===== src/rtl/muldiv_pkg.sv =====
// Shared multiply/divide definitions: sequencer state encodings and the default
// operand width. Reused by the hazard unit and the execute stage.
package muldiv_pkg;

  localparam int unsigned MUL_WIDTH = 32;
  localparam int unsigned MUL_CNT_W = 6;

  typedef enum logic [1:0] {
    S_IDLE = 2'd0,
    S_RUN  = 2'd1,
    S_FIX  = 2'd2,
    S_DONE = 2'd3
  } mul_state_e;

  // True while the sequencer owns the adder and HI/LO are not yet final.
  function automatic logic mul_state_busy(input mul_state_e st);
    return (st == S_RUN) || (st == S_FIX);
  endfunction

endpackage


===== src/rtl/mul_step.sv =====
// One shift-and-add iteration: conditionally adds the multiplicand into the
// accumulator and shifts the multiplicand/multiplier pair. Holds the single
// 2*WIDTH-bit adder of the multiplier.
module mul_step
  import muldiv_pkg::*;
#(
  parameter int unsigned WIDTH = MUL_WIDTH
) (
  input  logic [2*WIDTH-1:0] acc,
  input  logic [2*WIDTH-1:0] mcand,
  input  logic [WIDTH-1:0]   mplier,
  output logic [2*WIDTH-1:0] acc_next,
  output logic [2*WIDTH-1:0] mcand_next,
  output logic [WIDTH-1:0]   mplier_next
);

  // Add when the current multiplier LSB is set; the carry out of 2*WIDTH is dropped.
  always_comb begin
    acc_next    = mplier[0] ? (acc + mcand) : acc;
    mcand_next  = mcand << 1;
    mplier_next = mplier >> 1;
  end

endmodule


===== src/rtl/mul_sequencer.sv =====
// Multi-cycle MULT/MULTU sequencer for the execute stage. Runs WIDTH
// shift-and-add iterations on unsigned magnitudes, then applies the sign in a
// single FIX cycle and writes HI/LO.
// Optional feature: define MUL_EARLY_TERM_EN to leave RUN as soon as the
// remaining multiplier bits are all zero.
module mul_sequencer
  import muldiv_pkg::*;
#(
  parameter int unsigned WIDTH = MUL_WIDTH,
  parameter int unsigned CNT_W = MUL_CNT_W
) (
  input  logic             clk,
  input  logic             reset,
  input  logic             start,
  input  logic             is_signed,
  input  logic             flush,
  input  logic [WIDTH-1:0] src_a,
  input  logic [WIDTH-1:0] src_b,
  output logic [WIDTH-1:0] hi,
  output logic [WIDTH-1:0] lo,
  output logic             busy,
  output logic             done,
  output logic             stall
);

  localparam logic [2*WIDTH-1:0] One2w    = {{(2*WIDTH-1){1'b0}}, 1'b1};
  localparam logic [CNT_W-1:0]   LastIter = CNT_W'(WIDTH - 1);

  mul_state_e         state_q, state_d;
  logic [2*WIDTH-1:0] acc_q, acc_d;
  logic [2*WIDTH-1:0] mcand_q, mcand_d;
  logic [WIDTH-1:0]   mplier_q, mplier_d;
  logic [CNT_W-1:0]   count_q, count_d;
  logic               neg_q, neg_d;
  logic [WIDTH-1:0]   hi_q, hi_d;
  logic [WIDTH-1:0]   lo_q, lo_d;

  logic [2*WIDTH-1:0] acc_step, mcand_step;
  logic [WIDTH-1:0]   mplier_step;
  logic [WIDTH-1:0]   mag_a, mag_b;
  logic [2*WIDTH-1:0] product;
  logic               last_iter;

  mul_step #(
    .WIDTH(WIDTH)
  ) u_step (
    .acc        (acc_q),
    .mcand      (mcand_q),
    .mplier     (mplier_q),
    .acc_next   (acc_step),
    .mcand_next (mcand_step),
    .mplier_next(mplier_step)
  );

  // Operand magnitudes; the most negative value maps to itself, which is its
  // correct unsigned magnitude.
  always_comb begin
    mag_a = (is_signed && src_a[WIDTH-1]) ? -src_a : src_a;
    mag_b = (is_signed && src_b[WIDTH-1]) ? -src_b : src_b;
  end

  // Signed result applied once at the end, over the full 2*WIDTH bits.
  always_comb begin
    product = neg_q ? ((~acc_q) + One2w) : acc_q;
  end

  // Iteration exit condition.
  always_comb begin
`ifdef MUL_EARLY_TERM_EN
    last_iter = (count_q == LastIter) || (mplier_step == '0);
`else
    last_iter = (count_q == LastIter);
`endif
  end

  // Next-state and datapath control.
  always_comb begin
    state_d  = state_q;
    acc_d    = acc_q;
    mcand_d  = mcand_q;
    mplier_d = mplier_q;
    count_d  = count_q;
    neg_d    = neg_q;
    hi_d     = hi_q;
    lo_d     = lo_q;

    unique case (state_q)
      S_IDLE, S_DONE: begin
        if (start) begin
          acc_d    = '0;
          mcand_d  = {{WIDTH{1'b0}}, mag_a};
          mplier_d = mag_b;
          count_d  = '0;
          neg_d    = is_signed & (src_a[WIDTH-1] ^ src_b[WIDTH-1]);
          state_d  = S_RUN;
        end else begin
          state_d = S_IDLE;
        end
      end
      S_RUN: begin
        acc_d    = acc_step;
        mcand_d  = mcand_step;
        mplier_d = mplier_step;
        count_d  = count_q + CNT_W'(1);
        if (last_iter) begin
          state_d = S_FIX;
        end
      end
      S_FIX: begin
        {hi_d, lo_d} = product;
        state_d      = S_DONE;
      end
      default: state_d = S_IDLE;
    endcase

    // Flush abandons the operation and drops any same-cycle start; HI/LO keep
    // the last completed product.
    if (flush) begin
      state_d  = S_IDLE;
      acc_d    = acc_q;
      mcand_d  = mcand_q;
      mplier_d = mplier_q;
      count_d  = count_q;
      neg_d    = neg_q;
      hi_d     = hi_q;
      lo_d     = lo_q;
    end
  end

  // State and datapath registers with synchronous reset.
  always_ff @(posedge clk) begin
    if (reset) begin
      state_q  <= S_IDLE;
      acc_q    <= '0;
      mcand_q  <= '0;
      mplier_q <= '0;
      count_q  <= '0;
      neg_q    <= 1'b0;
      hi_q     <= '0;
      lo_q     <= '0;
    end else begin
      state_q  <= state_d;
      acc_q    <= acc_d;
      mcand_q  <= mcand_d;
      mplier_q <= mplier_d;
      count_q  <= count_d;
      neg_q    <= neg_d;
      hi_q     <= hi_d;
      lo_q     <= lo_d;
    end
  end

  // Moore outputs plus the early stall for a start arriving in IDLE.
  always_comb begin
    hi    = hi_q;
    lo    = lo_q;
    busy  = mul_state_busy(state_q);
    done  = (state_q == S_DONE);
    stall = busy | (start & (state_q == S_IDLE));
  end

endmodule

===== config.mk =====
export PLATFORM = sky130hd
export DESIGN_NAME = mul_sequencer
export DESIGN_NICKNAME = d
export VERILOG_FILES = /design/src/rtl/muldiv_pkg.sv /design/src/rtl/mul_step.sv /design/src/rtl/mul_sequencer.sv
export SDC_FILE = /design/constraint.sdc
export NUM_CORES = 1
export LEC_CHECK = 0
export BUFFER_PORTS_ARGS = -buffer_cell sky130_fd_sc_hd__buf_2
export CAP_MARGIN = 20
export CORE_ASPECT_RATIO = 0.7
export CORE_MARGIN = 10
export CORE_UTILIZATION = 30
export CTS_CLUSTER_DIAMETER = 40
export DETAILED_ROUTE_END_ITERATION = 16
export PLACE_DENSITY = 0.42
export SKIP_CTS_REPAIR_TIMING = 1
export SLEW_MARGIN = 10
export SYNTH_ARGS = -nofsm -noshare
export SYNTH_HDL_FRONTEND = slang
export SYNTH_HIERARCHICAL = 1
export SYNTH_SLANG_ARGS = --single-unit

===== constraint.sdc =====
create_clock -name clk -period 5 [get_ports clk]
set_clock_uncertainty 0.15 [all_clocks]
set_input_delay 0.75 -clock clk [delete_from_list [all_inputs] [get_ports clk]]
set_output_delay 0.75 -clock clk [all_outputs]
set_load 0.02 [all_outputs]

==> metrics.md <==
| Metric | Value |
|---|---|
| Outcome | `finished, final reports clean` |
| Worst R2R End | `acc_q[49]` |
| Die ar. | `66,600 µm²` |
| Core Footprint | `55,600 µm²` |
| Vias per cell | `5.39` |
| Synth Flop Type | `dfxtp_1` |
| CTS buffer count | `47` |
| Chip height | `219 µm` |
| Area of the multi-input gates | `10,900 µm²` |
| Worst Setup SP | `acc_q[31]` |
| FF-to-FF Start | `acc_q[31]` |
| TritonCTS clock tree | `done` |
| GRT overflow | `0` |
| Fin. Hold Viols | `0` |
| Clk pwr share | `55.9%` |
| Routability Congestion | `0.929` |
| Crit path kind | `flip-flop to flip-flop` |
| Worst Max-Slew Pin Slew | `1070 ps` |
| Average size of a mapped cell | `7.51 µm²` |
| Met3 Usage GRT | `3.29%` |
| Vias in the first global route | `15.2k` |
| Routed Antenna Nets | `0` |
| Clk root buf | `clkbuf_16` |
| Cell variety after synth | `88` |
| Sink Count | `233` |
| PwrDens | `306 nW/µm²` |
| First-pass GRT wire length | `94,400 µm` |
| PortBufs | `135` |
| Largest net degree at the start of global routing | `90` |
| Reg power frac | `33.4%` |
| Ports | `136` |
| Class of the worst hold path | `flip-flop to flip-flop` |
| Design Power | `5.88 mW` |
| Ys async rst share | `0%` |
| Die X | `304 µm` |
| Starting Density | `30.5%` |
| Leak | `7.54 nW` |
| Max-Cap Viols | `0` |
| Pre-CTS setup slack | `1290 ps` |
| Crit path time final | `3840 ps` |
| DRC Markers | `0` |
| Peak supply drop | `0.194 mV` |
| Startpoint Class | `flip-flop` |
| EDFF count, synth | `0` |
| Crit-path max FO | `7` |
| Cells on worst reg2reg path | `12` |
| Via count | `16.2k` |
| Met1 Track Usage GR | `28.1%` |
| WP data required | `5260 ps` |
| Worst EP arrival | `4100 ps` |
| Switch Pwr | `1.58 mW` |
| CP Capture Point | `acc_q[49]` |
| Met2 Use GR | `23.6%` |
| Register Area | `4670 µm²` |
| CTS H-Tree Depth | `2` |
| Crit. End Element | `flip-flop` |
| Layout cells sized above 1 | `15.2%` |
| RSZ-0062 raised after global routing | `false` |
| Clock tree buffer depth | `3` |
| Final worst setup slack | `1160 ps` |
| Net Sw Frac | `27.0%` |
| Comb power frac | `10.8%` |
| Reg2reg setup slack | `1160 ps` |
| Finished Layout Cells | `3,013` |
| Area growth syn-to-layout | `13.0%` |
| Post-synthesis sequential area ratio | `27.5%` |
| Starting DRC count in detailed routing | `1,574` |
| Pint | `4.29 mW` |
| Dpl cells | `2,925` |
| Max-slew headroom | `28.4%` |
| First-pass DRT Iterations | `5` |
| Total track usage | `17.7%` |
| Slew Limit Fails | `0` |
| Crit share post-route | `76.8%` |
| Synth Warn # | `6` |
| Total wire length | `61,600 µm` |
| Busiest layer in global routing | `met1` |
| Syn Inst Count | `2,259` |
| Hpwl dp | `45,400 µm` |
| Setup Viol. Count Final | `0` |
| Fmax | `0.260 GHz` |
| Nets | `2,376` |
| Row Count | `72` |
| Clock transition at path regs | `50 ps` |
| WL per Instance | `20.4 µm` |
| Synth Cell Area | `17,000 µm²` |
| Antenna violations before repair | `4` |
| #FFs+latches synth | `233` |
| FILL cells | `5,913` |
| Clk Latency, worst-skew pair | `570 ps` |
| Setup TNS Final | `0 ps` |
| Fin util | `34.5%` |
[cell usage after synthesis, types with 20 or more instances]
cell      instances  area (µm²)
nand4_1          37         231
xor2_1          102         893
xnor2_1          62         543
nand2_1         404        1520
and3_1           20         125
nor3_1           36         180
o21bai_1         21         158
o211ai_1         22         165
ha_1             72         901
o21ai_0         115         576
a211oi_1         36         270
a21o_1           42         315
o21ai_1          20         100
a31oi_1          28         175
inv_1            39         146
nor4_1           20         125
or4_1            22         165
o31ai_1          31         233
or3_1            20         125
a21oi_1         258        1290
buf_4            96         721
clkbuf_1        116         435
dfxtp_1         233        4660
mux2_2           53         597
nor2_1          125         469
nand3_1          31         155
[critical path: stages (launching register included)]
cell and delay, ps:
dfxtp_1 540, ha_1 370, nand2_1 180, o21ai_0 240
or4_1 580, a21oi_1 140, a211oi_1 110, nor2_1 590
o21bai_1 220, xnor2_1 170, mux2_2 260, nand2_1 50
a21oi_1 70
[routing by layer]
metal | part of all wire, % | wire length (µm)
met4 | 1.6 | 971
met2 | 38 | 23200
met5 | 0 | 0
met1 | 54 | 33300
met3 | 6.6 | 4090
[registers in the layout, summed over array words and instances (netlist names)]
name	count
acc_q	64
mcand_q	64
hi	32
lo	32
mplier_q	32
count_q	6
state_q	2
neg_q	1
[cell type report]
type | instances | share of cell area [%]
well taps | 740 | 4.83
repair buffers | 158 | 4.50
multi-input cells | 1753 | 57.0
clock buffers | 61 | 6.78
diodes | 2 | 0.0261
clock inverters | 25 | 1.76
flip-flops and latches | 233 | 24.3
inverters | 41 | 0.803
[cells in the final DEF (no fill, tap or decap), types with 42 or more instances in the layout]
cell / netlist / routed
mux2_2: 53 / 53
nor2_1: 125 / 124
a21oi_1: 258 / 258
clkbuf_16: 0 / 48
o21ai_0: 115 / 114
ha_1: 72 / 71
buf_2: 5 / 134
xnor2_1: 62 / 62
dfxtp_1: 233 / 231
nand2_1: 404 / 404
xor2_1: 102 / 102
a21o_1: 42 / 42
[power by group through the flow]
stage,sequential [mW],combinational [mW],clock [mW]
CTS,1.96,0.635,3.37
finish,1.96,0.632,3.28
global route,1.96,0.697,3.45
detailed placement,2.00,0.633,0
global placement,1.99,0.632,0
floorplan,1.98,0.453,0
[through the flow]
stage	hold WS (ps)	area (µm²)
after floorplan	276	17000
after global placement	279	17500
after detailed placement	288	17500
after CTS	292	19200
after global routing	311	19200
final	291	19200
[logic make-up after synthesis]
group	count (synthesis)	synth area share (%)
AND/OR/NAND/NOR	789	21.7
other	1	0.0221
flip-flops	233	27.5
adder cells (fa/ha/maj)	73	5.43
XOR/XNOR	164	8.47
buffers and inverters	274	8.40
AO/OA/AOI/OAI	663	24.4
multiplexers	62	4.05
[worst min-delay path by stage]
stage	from	endpoint	slack [ps]	depth (start not counted)
2_1_floorplan	mplier_q[25]	mplier_q[25]	280	2
3_3_place_gp	mplier_q[25]	mplier_q[25]	280	2
3_5_place_dp	hi[26]	hi[26]	290	2
6_report	lo[28]	lo[28]	290	2
4_1_cts	flush	state_q[1]	290	2
5_1_grt	lo[26]	lo[26]	310	2
Note: power is estimated with default switching activity, not from simulation.
